===== src/rtl/line_demux_store_pkg.sv =====
// Shared types and helpers for the line write-demux store: refill FSM encoding,
// default select width, and the slot-slice macro used to address the packed data bus.
package line_demux_store_pkg;

  typedef enum logic [1:0] {
    ST_IDLE = 2'd0,
    ST_FILL = 2'd1,
    ST_DONE = 2'd2
  } fill_state_e;

  localparam int WIDTH_DEF = 32;
  localparam int SEL_W     = $clog2(WIDTH_DEF);

  // Beat counter must reach BURST_LEN itself, hence the +1.
  function automatic int cnt_w(input int burst_len);
    return $clog2(burst_len + 1);
  endfunction

endpackage

`ifndef LDS_SLOT
`define LDS_SLOT(k, w) ((k)*(w)) +: (w)
`endif


===== src/rtl/line_wr_decoder.sv =====
// Slot select decoder: binary select to one-hot write enable, gated by en_i.
module line_wr_decoder #(
  parameter int WIDTH = 32,
  parameter int SEL_W = $clog2(WIDTH)
) (
  input  logic             en_i,
  input  logic [SEL_W-1:0] sel_i,
  output logic [WIDTH-1:0] onehot_o
);

  always_comb begin
    onehot_o = '0;
    if (en_i) onehot_o[sel_i] = 1'b1;
  end

endmodule


===== src/rtl/line_demux_store.sv =====
// Write side of the cache line-select path: single indexed writes plus a valid/ready
// refill burst into WIDTH slots, exposed as a packed, fully registered data bus.
module line_demux_store
  import line_demux_store_pkg::*;
#(
  parameter int line_width = 3,
  parameter int WIDTH      = 32,
  parameter int BURST_LEN  = 4
) (
  input  logic                          clk,
  input  logic                          rst_n,
  input  logic                          wr_en,
  input  logic [$clog2(WIDTH)-1:0]      wr_sel,
  input  logic [line_width-1:0]         wr_data,
  input  logic                          inv_all,
  input  logic                          fill_start,
  input  logic [$clog2(WIDTH)-1:0]      fill_base,
  input  logic                          fill_valid,
  input  logic [line_width-1:0]         fill_data,
  output logic                          fill_ready,
  output logic                          fill_busy,
  output logic                          fill_done,
  output logic [line_width*WIDTH-1:0]   data_out,
  output logic [WIDTH-1:0]              valid_out
);

  localparam int SW = $clog2(WIDTH);
  localparam int CW = cnt_w(BURST_LEN);

  fill_state_e                        state_q;
  logic [SW-1:0]                      ptr_q;
  logic [CW-1:0]                      cnt_q;
  logic                               fill_ready_q, fill_busy_q, fill_done_q;
  logic [WIDTH-1:0][line_width-1:0]   data_q, data_d;
  logic [WIDTH-1:0]                   valid_q, valid_d;
  logic [WIDTH-1:0]                   wr_oh, fl_oh;
  logic                               beat, last_beat;

  // fill_ready_q is high exactly while in FILL, so it doubles as the state qualifier.
  assign beat      = fill_valid & fill_ready_q;
  assign last_beat = (cnt_q == CW'(BURST_LEN - 1));

  always_ff @(posedge clk) begin
    if (!rst_n) begin
      state_q      <= ST_IDLE;
      ptr_q        <= '0;
      cnt_q        <= '0;
      fill_ready_q <= 1'b0;
      fill_busy_q  <= 1'b0;
      fill_done_q  <= 1'b0;
    end else begin
      case (state_q)
        ST_IDLE: begin
          if (fill_start) begin
            state_q      <= ST_FILL;
            ptr_q        <= fill_base;
            cnt_q        <= '0;
            fill_ready_q <= 1'b1;
            fill_busy_q  <= 1'b1;
          end
        end
        ST_FILL: begin
          if (beat) begin
            ptr_q <= ptr_q + 1'b1;
            cnt_q <= cnt_q + 1'b1;
            if (last_beat) begin
              state_q      <= ST_DONE;
              fill_ready_q <= 1'b0;
              fill_done_q  <= 1'b1;
            end
          end
        end
        ST_DONE: begin
          state_q     <= ST_IDLE;
          fill_done_q <= 1'b0;
          fill_busy_q <= 1'b0;
        end
        default: begin
          state_q      <= ST_IDLE;
          fill_ready_q <= 1'b0;
          fill_busy_q  <= 1'b0;
          fill_done_q  <= 1'b0;
        end
      endcase
    end
  end

  line_wr_decoder #(.WIDTH(WIDTH), .SEL_W(SW)) u_wr_dec (
    .en_i     (wr_en),
    .sel_i    (wr_sel),
    .onehot_o (wr_oh)
  );

  line_wr_decoder #(.WIDTH(WIDTH), .SEL_W(SW)) u_fl_dec (
    .en_i     (beat),
    .sel_i    (ptr_q),
    .onehot_o (fl_oh)
  );

  // CPU write beats the refill beat on a shared slot; inv_all overrides any valid set.
  always_comb begin
    data_d  = data_q;
    valid_d = valid_q;
    for (int k = 0; k < WIDTH; k++) begin
      if (wr_oh[k])      data_d[k] = wr_data;
      else if (fl_oh[k]) data_d[k] = fill_data;
      valid_d[k] = inv_all ? 1'b0 : (valid_q[k] | wr_oh[k] | fl_oh[k]);
    end
  end

  always_ff @(posedge clk) begin
    if (!rst_n) begin
      data_q  <= '0;
      valid_q <= '0;
    end else begin
      data_q  <= data_d;
      valid_q <= valid_d;
    end
  end

  for (genvar k = 0; k < WIDTH; k++) begin : g_slot
    assign data_out[`LDS_SLOT(k, line_width)] = data_q[k];
  end

  assign valid_out  = valid_q;
  assign fill_ready = fill_ready_q;
  assign fill_busy  = fill_busy_q;
  assign fill_done  = fill_done_q;

endmodule


===== config.mk =====
export PLATFORM = sky130hd
export DESIGN_NAME = line_demux_store
export DESIGN_NICKNAME = d
export VERILOG_FILES = /design/src/rtl/line_demux_store_pkg.sv /design/src/rtl/line_wr_decoder.sv /design/src/rtl/line_demux_store.sv
export SDC_FILE = /design/constraint.sdc
export NUM_CORES = 1
export LEC_CHECK = 0
export ABC_AREA = 0
export ABC_CLOCK_PERIOD_IN_PS = 2009
export CAP_MARGIN = 5
export CELL_PAD_IN_SITES_DETAIL_PLACEMENT = 0
export CELL_PAD_IN_SITES_GLOBAL_PLACEMENT = 1
export CORE_ASPECT_RATIO = 0.75
export CORE_MARGIN = 2
export CORE_UTILIZATION = 38
export CTS_BUF_LIST = sky130_fd_sc_hd__clkbuf_2 sky130_fd_sc_hd__clkbuf_4 sky130_fd_sc_hd__clkbuf_8
export DETAILED_ROUTE_END_ITERATION = 8
export GPL_TIMING_DRIVEN = 0
export PLACE_DENSITY = 0.9
export SLEW_MARGIN = 30
export SYNTH_ARGS = -nofsm -noshare
export SYNTH_HDL_FRONTEND = slang
export SYNTH_SLANG_ARGS = --single-unit

===== constraint.sdc =====
create_clock -name clk -period 2.01 [get_ports clk]
set_input_delay 0.603 -clock clk [delete_from_list [all_inputs] [get_ports clk]]
set_output_delay 0.603 -clock clk [all_outputs]
set_load 0.03 [all_outputs]

==> flow_metrics.env <==
export IMPL_r2r_start="ptr_q[0]"
export IMPL_ioPinCount=153
export IMPL_dieHeight_microns=121
export IMPL_hold_viol_final=0
export IMPL_synth_edf_count=0
export IMPL_cap_violations=0
export IMPL_relSlewSlack_pct=51.5
export IMPL_areaGrowthSynthToFinish_pct=31.7
export IMPL_cts_sinks=141
export IMPL_multi_input_area_sq_um=3610
export IMPL_fin_crit_ns=1.95
export IMPL_drcViolationCount=0
export IMPL_clk_transition_reported_paths_ns=0.08
export IMPL_ir_drop_v=0.000410
export IMPL_crit_path_max_fanout=10
export IMPL_synth_cell_area_sq_um=6880
export IMPL_syn_num_nets=869
export IMPL_async_flop_share_pct=0
export IMPL_grt_total_usage_pct=28.7
export IMPL_grt_start_max_net_pins=17
export IMPL_worstSetupPathType="in2reg"
export IMPL_worstPathRequired_ns=2.38
export IMPL_cellPowerDensity_nw_per_um2=702
export IMPL_cp_arrival_ns=2.32
export IMPL_drive_gt1_share_pct=9.67
export IMPL_dpl_cell_area_sq_um=8690
export IMPL_die_area_sq_um=19200
export IMPL_yosysWarnings=0
export IMPL_ys_flop_type="dfxtp_1"
export IMPL_coreArea_sq_um=17700
export IMPL_synth_seq_area_share_pct=41.0
export IMPL_viasPerCell=6.14
export IMPL_met3_usage_pct=8.23
export IMPL_worst_r2r_cell_count=5
export IMPL_antenna_found_initial=2
export IMPL_period_share_pct=97.1
export IMPL_nets=1040
export IMPL_post_drt_wl_per_cell_microns=22.1
export IMPL_drv_slew=0
export IMPL_design_area_sq_um=9060
export IMPL_post_place_ws_ns=-0.525
export IMPL_met1_usage_pct=40.1
export IMPL_cts_htree_levels=4
export IMPL_wl_microns=28000
export IMPL_worst_slack_ns=0.0581
export IMPL_grt_pass1_vias=7182
export IMPL_initial_utilization_pct=38.8
export IMPL_syn_inst=841
export IMPL_syn_area_per_cell_sq_um=8.18
export IMPL_grt_pass1_wl_microns=42100
export IMPL_end_kind="flip-flop"
export IMPL_drt_iter0_markers=1028
export IMPL_dpl_hpwl_microns=20000
export IMPL_top_usage_layer="met2"
export IMPL_slowest_stage="clkdlybuf4s50_1"
export IMPL_vias=7782
export IMPL_finalCoreUtilization_pct=51.2
export IMPL_clock_latency_ns=0.47
export IMPL_finClkSkew_ns=0.0150
export IMPL_hp_class="reg2reg"
export IMPL_port_buffers=151
export IMPL_startpoint="wr_sel[1]"
export IMPL_start_kind="input port"
export IMPL_synth_lib_cells_used_distinct=43
export IMPL_die_x_microns=159
export IMPL_grtUsageMet2_pct=42.3
export IMPL_critPathMaxStageDelay_ns=0.61
export IMPL_ant_nets=0
export IMPL_fill_cells=1779
export IMPL_clock_fmax_ghz=0.512
export IMPL_tightest_slew_ns=0.727
export IMPL_numCtsBuffers=17
export IMPL_firstDrtPassIters=6
export IMPL_grt_overflow=0
export IMPL_rows=42
export IMPL_worstHoldStart="fill_done"
export IMPL_cts_tree="done"
export IMPL_clock_path_buffers=2
export IMPL_clock_root_buffer="clkbuf_8"
export IMPL_setup_viol=0
export IMPL_outcome="completed"
export IMPL_crit_path_cell_trace="clkdlybuf4s50_1 -> nand2b_1 -> clkbuf_1 -> nor3_1 -> a311oi_1"
export IMPL_gp_congestion=0.954
export IMPL_hold_path_depth=2
export IMPL_ys_seq_elements=141
export IMPL_p_leak_nw=3.47
export IMPL_seq_area_sq_um=2820
## flip-flops by register name, indices dropped and copies added (netlist names)
name,count
valid_out,32
cnt_q,3
ptr_q,5
state_q,2
fill_busy,1
fill_done,1
data_out,96
fill_ready,1
## Yosys cell counts (all sizes together) (3+ instances only)
master   count  share of area [%]
a211oi       3               0.33
a21oi        5               0.36
a311oi      96                 12
and3        13                1.2
and4b        5               0.73
and4bb       3               0.55
buf         24                1.7
clkbuf      84                4.6
dfxtp      141                 41
ha           6                1.1
inv          6               0.33
nand2      105                5.7
nand2b       7               0.64
nand3        5               0.36
nand4b       7               0.89
nand4bb      6               0.98
nor2         6               0.33
nor3        96                7.0
o21a        32                3.5
o21ai       98                7.1
o22ai       35                3.2
or2         34                3.1
## layout make-up
cell class                 count  area share [%]
inverter                       6           0.249
timing repair buffer         155            15.2
antenna                        2          0.0552
sequential                   141            31.2
clock buffer                  20            2.97
buffer                       105            5.04
clock inverter                11            2.10
tap                          242            3.34
multi-input combinational    586            39.9
## worst max-delay path: cells and delay by family
family          cells  cell delay [ns]
compound gates      1             0.29
buf+inv             2             1.14
simple gates        2             0.29
## worst paths after layout
path             endpoint  slack (ns)
min reg2reg     fill_done        0.45
max          data_out[72]        0.06
max reg2reg  data_out[95]        0.10
min             fill_done        0.45
## layer usage
metal	share of wire, %	vias up
met2	42	543
li1	-	3513
met3	12	70
met1	43	3656
met5	0	-
met4	2.6	0
## logic make-up after synthesis
family                   share of synthesized area, %
AND/OR/NAND/NOR                                  23.1
AO/OA/AOI/OAI                                    28.0
flip-flops                                       41.0
buffers and inverters                            6.64
adder cells (fa/ha/maj)                          1.09
multiplexers                                    0.146
## cells in the final DEF, fill, tap and decap left out, drive strengths merged, types with 2 or more instances in the layout
master / n
a211oi: 3
a21oi: 5
a221oi: 2
a22oi: 2
a2bb2oi: 2
a311oi: 96
and3: 13
and4b: 5
and4bb: 3
buf: 30
bufinv: 5
clkbuf: 99
clkdlybuf4s50: 16
clkinv: 5
dfxtp: 141
diode: 2
dlygate4sd2: 134
ha: 6
inv: 6
nand2: 105
nand2b: 7
nand3: 5
nand4: 2
nand4b: 7
nand4bb: 6
nor2: 6
nor2b: 2
nor3: 96
o21a: 32
o21ai: 98
o22ai: 35
or2: 34
or3b: 2
or4b: 2
## power breakdown
group	internal (mW)	total, mW	leakage, nW	switching (mW)
clock network	1.55	2.70	0.232	1.15
registers	2.84	2.87	1.14	0.0352
logic	0.214	0.783	2.10	0.569
## stage by stage
step / setup TNS, ns / total power, mW / std cells / hold WS, ns
after global routing: -0.00427 / 6.48 / 1268 / 0.477
after CTS: 0 / 6.30 / 1265 / 0.451
after global placement: -53.73 / 3.71 / 1234 / 0.437
after floorplan: 0 / 3.37 / 841 / 0.444
final: 0 / 6.36 / 1268 / 0.446
after detailed placement: -54.14 / 3.71 / 1234 / 0.443
## repair_timing
item | in CTS | in global routing
hold buffers | 0 | 0
setup buffers | 0 | 4
hold endpoints to repair | 0 | 0
resized for setup | 141 | 46
endpoints found under the setup margin | 180 | 99
gates cloned | 0 | 0
pin swaps | 0 | 2
Note: power is estimated with default switching activity, not from simulation.
